$ cat src/rtl/debug_trace_buffer.sv
// rtl/debug_trace_buffer.sv - circular probe trace buffer with arm/trigger/post-count capture and valid/ready drain
// Optional DEBUG_TRACE_DISPLAY_EN: simulation printout of every trace write, trigger and DONE entry.
module debug_trace_buffer #(
    parameter int NUM_CH = 8,
    parameter int CH_W   = 4,
    parameter int DEPTH  = 64,
    parameter int TS_W   = 16
) (
    input  logic                           clk,
    input  logic                           rst_n,
    input  logic                           debug_enable,
    input  logic [NUM_CH*CH_W-1:0]         probe,
    input  logic [NUM_CH-1:0]              ch_mask,
    input  logic                           change_only,
    input  logic                           arm,
    input  logic                           trig_in,
    input  logic [$clog2(DEPTH)-1:0]       post_cnt,
    input  logic                           rd_ready,
    output logic                           rd_valid,
    output logic [TS_W+NUM_CH*CH_W-1:0]    rd_data,
    output logic                           rd_last,
    output logic [1:0]                     state,
    output logic [$clog2(DEPTH):0]         fill_count,
    output logic                           wrapped,
    output logic [31:0]                    main_cycle_cnt
);

    localparam int AW = $clog2(DEPTH);
    localparam int PW = NUM_CH * CH_W;
    localparam int EW = TS_W + PW;
    localparam logic [AW:0] FILL_FULL    = (AW+1)'(DEPTH);
    localparam logic [AW:0] FILL_FULL_M1 = (AW+1)'(DEPTH - 1);
    localparam logic [AW:0] FILL_ONE     = (AW+1)'(1);
    localparam logic [AW:0] FILL_TWO     = (AW+1)'(2);

    typedef enum logic [1:0] {
        IDLE  = 2'd0,
        ARMED = 2'd1,
        POST  = 2'd2,
        DONE  = 2'd3
    } state_t;

    state_t          st;
    logic [AW-1:0]   wr_ptr;
    logic [AW-1:0]   rd_ptr;
    logic [AW-1:0]   post_rem;
    logic            first_smp;
    logic [PW-1:0]   prev_masked;
    logic [EW-1:0]   mem [DEPTH];

    logic [PW-1:0]   mask_exp;
    logic [PW-1:0]   masked;
    logic            changed;
    logic            capturing;
    logic            trig_hit;
    logic            do_write;
    logic [EW-1:0]   sample;
    logic [AW-1:0]   rd_start;
    logic [AW-1:0]   rd_next;

    assign state = st;

    // Widen the per-channel mask to one bit per probe bit
    always_comb begin
        mask_exp = '0;
        for (int k = 0; k < NUM_CH; k++) begin
            mask_exp[k*CH_W +: CH_W] = {CH_W{ch_mask[k]}};
        end
    end

    assign masked    = probe & mask_exp;
    assign changed   = (masked != prev_masked);
    assign capturing = (st == ARMED) || (st == POST);
    assign trig_hit  = (st == ARMED) && trig_in;
    // arm wins over everything, so the arm cycle itself never stores a sample
    assign do_write  = debug_enable && !arm && capturing &&
                       (!change_only || first_smp || changed || trig_hit);
    assign sample    = {main_cycle_cnt[TS_W-1:0], probe};
    assign rd_start  = wrapped ? wr_ptr : '0;
    assign rd_next   = rd_ptr + 1'b1;

    // Trace RAM write port; contents are deliberately left unreset
    always_ff @(posedge clk) begin
        if (do_write) begin
            mem[wr_ptr] <= sample;
        end
    end

    // Capture/readout FSM, pointers, counters and registered readout port
    always_ff @(posedge clk) begin
        if (!rst_n) begin
            st             <= IDLE;
            wr_ptr         <= '0;
            rd_ptr         <= '0;
            post_rem       <= '0;
            first_smp      <= 1'b0;
            prev_masked    <= '0;
            fill_count     <= '0;
            wrapped        <= 1'b0;
            rd_valid       <= 1'b0;
            rd_last        <= 1'b0;
            rd_data        <= '0;
            main_cycle_cnt <= '0;
        end else if (debug_enable) begin
            main_cycle_cnt <= main_cycle_cnt + 32'd1;
            prev_masked    <= masked;
            if (arm) begin
                st         <= ARMED;
                wr_ptr     <= '0;
                fill_count <= '0;
                wrapped    <= 1'b0;
                post_rem   <= '0;
                first_smp  <= 1'b1;
                rd_valid   <= 1'b0;
                rd_last    <= 1'b0;
            end else begin
                first_smp <= 1'b0;
                if (do_write) begin
                    wr_ptr <= wr_ptr + 1'b1;
                    if (fill_count != FILL_FULL) begin
                        fill_count <= fill_count + 1'b1;
                    end
                    if (fill_count >= FILL_FULL_M1) begin
                        wrapped <= 1'b1;
                    end
                end
                case (st)
                    ARMED: begin
                        if (trig_in) begin
                            if (post_cnt == '0) begin
                                st <= DONE;
                            end else begin
                                st       <= POST;
                                post_rem <= post_cnt;
                            end
                        end
                    end
                    POST: begin
                        if (do_write) begin
                            post_rem <= post_rem - 1'b1;
                            if (post_rem == AW'(1)) begin
                                st <= DONE;
                            end
                        end
                    end
                    DONE: begin
                        if (!rd_valid) begin
                            // first DONE cycle: load the oldest entry
                            rd_ptr   <= rd_start;
                            rd_data  <= mem[rd_start];
                            rd_valid <= 1'b1;
                            rd_last  <= (fill_count == FILL_ONE);
                        end else if (rd_ready) begin
                            if (fill_count == FILL_ONE) begin
                                st         <= IDLE;
                                rd_valid   <= 1'b0;
                                rd_last    <= 1'b0;
                                fill_count <= '0;
                            end else begin
                                rd_ptr     <= rd_next;
                                rd_data    <= mem[rd_next];
                                fill_count <= fill_count - 1'b1;
                                rd_last    <= (fill_count == FILL_TWO);
                            end
                        end
                    end
                    default: ;
                endcase
            end
        end
    end

`ifdef DEBUG_TRACE_DISPLAY_EN
    // Simulation-only trace printout of writes, trigger and DONE entry
    always @(posedge clk) begin
        if (rst_n) begin
            if (do_write) begin
                $write("[TRACE][%0d]", main_cycle_cnt[TS_W-1:0]);
                for (int k = 0; k < NUM_CH; k++) begin
                    $write(" ch%0d=%h", k, probe[k*CH_W +: CH_W]);
                end
                $write("\n");
            end
            if (debug_enable && !arm && trig_hit) begin
                $display("[TRACE][%0d] trigger", main_cycle_cnt[TS_W-1:0]);
            end
            if (debug_enable && !arm && (st == DONE) && !rd_valid) begin
                $display("[TRACE][%0d] done, %0d entries", main_cycle_cnt[TS_W-1:0], fill_count);
            end
        end
    end
`endif

endmodule

$ cat config.mk
export PLATFORM = sky130hd
export DESIGN_NAME = debug_trace_buffer
export DESIGN_NICKNAME = d
export VERILOG_FILES = /design/src/rtl/debug_trace_buffer.sv
export SDC_FILE = /design/constraint.sdc
export NUM_CORES = 2
export LEC_CHECK = 0
export ABC_AREA = 0
export BUFFER_PORTS_ARGS = -buffer_cell sky130_fd_sc_hd__buf_2
export CAP_MARGIN = 20
export CELL_PAD_IN_SITES_DETAIL_PLACEMENT = 0
export CELL_PAD_IN_SITES_GLOBAL_PLACEMENT = 1
export CORE_MARGIN = 1
export CORE_UTILIZATION = 45
export CTS_BUF_LIST = sky130_fd_sc_hd__clkbuf_16
export DETAILED_ROUTE_END_ITERATION = 6
export PLACE_DENSITY_LB_ADDON = 0.05
export SLEW_MARGIN = 20
export SYNTH_ARGS = -nofsm -noshare
export SYNTH_HDL_FRONTEND = slang
export SYNTH_SLANG_ARGS = --single-unit
$ cat constraint.sdc
create_clock -name clk -period 5.7 [get_ports clk]
set_input_delay 0.57 -clock clk [delete_from_list [all_inputs] [get_ports clk]]
set_output_delay 0.57 -clock clk [all_outputs]
set_load 0.01 [all_outputs]
==> run metrics <==
status=finished, violations left; failing checks=DRC; synthesized area=around 0.15 mm²; DR WL/cell=between 40 and 50 µm; most frequent standard cell in the layout excluding fill and tap cells=edfxtp_1; final setup violation count=0; power per cell area=slightly below 300 mW/mm²; number of synthesis warnings=0; final cycle utilization of the critical path=80.0%; Congestion Overflow GR=0; peak ir drop on the vdd network=276 µV; unrepaired setup endpoints after global routing=false; number of CTS-inserted buffers=357; 1st-pass router iterations=7; later-pin clock latency in the skew report=roughly 0.99 ns; die extent in y=~580 µm; detailed router's first-iteration violation count=roughly 16000; utilization after layout=51.7%; Clock Sink Count=roughly 3200; area inside the core boundary=between 0.3 and 0.4 mm²; Lkg Pwr=53.7 nW; number of post-CTS setup repair buffers=0; routability-driven placement congestion ratio=around 0.91; kind of capture point of the worst setup path=register; share of synthesized area occupied by flip-flops and latches=a little over three fifths; cell chain of the critical path=dlygate4sd3_1, buf_2, buf_4, o21ai_0, a22o_1, and4_1, a311oi_4, buf_4, nand3_1, buf_4, nor2_4, buf_4; combinational share of power=around 2.5%; first-pass GRT wire length=between 800000 and 900000 µm; relative slew slack=~10%; critical path class=in -> reg; DPL Wire Length=about 380000 µm; die area=between 0.3 and 0.4 mm²; CTS Buffer Depth=4; most frequent cells in the layout=edfxtp_1, nand2_1, mux4_2; final worst path period need=approximately 4.6 ns; Clock Pin Slew Worst Setup and Hold Paths=0.06 ns; maximum number of pins on one net before global-route repair=between 100 and 150; MaxCap Viol Count=0; maximum clock rate=about 220 MHz; fraction of final layout cells sized beyond drive strength 1=between 20% and 30%; Layout Area Growth over Synthesis=14.1%; number of placement rows=around 210; count of flip-flops with a built-in enable after synthesis=between 3000 and 4000; GRT Util Overall=36.7%; flip-flop and latch count after synthesis=between 3000 and 4000; vias in the first global route=roughly 100k; cell internal pwr=just under 40 mW; Sw Share=21.4%; Worst path most repeated cell=buf_4; maximum fanout count along the critical path=65; post_cts resized=0; number of antenna violations at the first check in global routing=just over 50; pins over their slew limit=0; min-delay worst type=in -> reg; P_sw=around 11 mW; post-route DRC violation count=5; vias=between 100k and 150k; number of instances in the synthesized netlist=9585; critical path data required time=6.36 ns; antenna viol nets, final=0; vias per cell=7.03; CP delay by family, top=buffers and inverters; category of the worst setup path launch point=primary input; count of cell types in the netlist=between 70 and 80; x dimension of the die=roughly 580 µm; clock tree skew after final layout=roughly 0.076 ns; crit path max-delay cell type=nor2_4; initial core utilization=a little under half; Area contributors post-synth=edfxtp_1, mux4_2, mux2i_1; actual slew at the worst max-slew pin=around 1.3 ns; Post-synth ARST share=0%; Max stage delay on crit path=between 0.7 and 0.8 ns; H-tree depth=5; number of hold-slack violations in the final timing report=0; syn_nets=9651; final layout net count=a little under 10000; syn avg cell area=around 16 µm²; total wire length after detailed routing=around 630000 µm; Synth area leader=edfxtp_1; CP arrival=5.22 ns; clock group share of total power=a little under half; Clk Tree Root Cell=clkbuf_16; number of buffers and inverters on the critical path=6; IO buf count=between 100 and 150; share of the synthesized area in the top cell type=61.0%; clock tree from TritonCTS=done; ports placed on the boundary=between 100 and 150; most instantiated flip-flop cell in the synthesis netlist=edfxtp_1; total negative slack for setup checks=0 ns; register share of total power=about half
## power by group through the flow
stage	combinational (mW)	sequential, mW	clock, mW
3_5_place_dp	1.20	26.3	0
3_3_place_gp	1.20	26.3	0
2_1_floorplan	0.550	26.3	0
6_report	1.25	25.8	23.3
4_1_cts	1.22	25.8	23.5
5_1_grt	1.29	25.8	24.3
## per-stage QoR
stage,total power [mW],cell area [µm²],hold slack (ns),setup WS (ns),cells
after detailed placement,27.5,161000,0.459,0.960,13886
after CTS,50.5,173000,0.000912,1.32,14563
final,50.4,173000,0.0610,1.14,14575
after global routing,51.4,173000,0.0419,1.02,14565
after global placement,27.5,161000,0.457,0.877,13886
after floorplan,26.9,151000,0.445,0.898,9585
## flip-flops by register name, summed over array words and instances (netlist names)
| register | count |
|---|---|
| rd_last | 1 |
| fill_count | 7 |
| wrapped | 1 |
| rd_ptr | 6 |
| rd_valid | 1 |
| prev_masked | 32 |
| post_rem | 6 |
| rd_data | 48 |
| state | 2 |
| first_smp | 1 |
| main_cycle_cnt | 32 |
| wr_ptr | 6 |
| mem | 3072 |
## cells by family after synthesis
group / synth area share, %
adders and majority gates: 0.107
muxes: 21.4
xor gates and xnor gates: 0.289
and+or+nand+nor: 6.32
AOI/OAI and AO/OA: 6.62
DFF: 62.8
buffers and inverters: 2.44
## cell type report
type	count	area, µm²
antenna	11	27.5
clock buffer	369	9230
clock inverter	285	2370
fill	27357	161000
inverter	17	77.6
multi-input combinational	5573	53400
sequential	3215	95200
tap	4387	5490
timing repair buffer	718	6890
## metal layers
layer | part of all wire [%] | track usage, % | up-vias
li1 | - | - | 39785
met1 | 38 | 50.2 | 54055
met2 | 44 | 54.0 | 7212
met3 | 12 | 10.5 | 1366
met4 | 5.7 | 17.9 | 20
met5 | 0.019 | 0 | -
## worst register-to-register path, cell delays in order (launching register included)
cell,delay [ns]
dfxtp_4,0.72
and2_4,0.65
buf_12,0.35
mux4_2,0.59
mux2_2,0.32
o221ai_1,0.55
a31oi_1,0.60
a32o_1,0.44
## synth_stat cells (22+ instances only)
| cell type | n |
|---|---|
| edfxtp_1 | 3072 |
| a221oi_1 | 133 |
| a21oi_1 | 350 |
| a211oi_1 | 37 |
| o211ai_1 | 31 |
| and3_1 | 78 |
| and2_1 | 89 |
| clkbuf_1 | 408 |
| a311oi_1 | 83 |
| nor2_1 | 176 |
| dfxtp_1 | 143 |
| nor3_1 | 39 |
| a22oi_1 | 32 |
| xnor2_1 | 22 |
| buf_2 | 180 |
| nand3_1 | 355 |
| buf_4 | 83 |
| mux4_2 | 1105 |
| buf_1 | 88 |
| mux2_2 | 42 |
| nand2b_1 | 55 |
| mux2i_1 | 698 |
| nor4_1 | 37 |
| o311ai_0 | 26 |
| o22ai_1 | 228 |
| o21ai_0 | 338 |
| a31oi_1 | 66 |
| nand2_1 | 1178 |
| o221ai_1 | 97 |
| xor2_1 | 26 |
| a32oi_1 | 25 |
## final timing paths
path                            startpoint          end  slack, ns  cells after the start
worst min-delay path             probe[13]  mem[24][13]       0.06                      1
worst min register to register   first_smp    first_smp       0.47                      2
worst max register to register   wr_ptr[0]  rd_data[30]       1.33                      7
worst max-delay path             probe[22]  mem[28][14]       1.14                     12
## what timing repair did
| action | CTS | global route |
|---|---|---|
| setup endpoints to repair | 0 | 0 |
| hold endpoints to repair | 31 | 0 |
| hold buffers | 23 | 0 |
No activity file was read; power rests on OpenSTA's default activity.
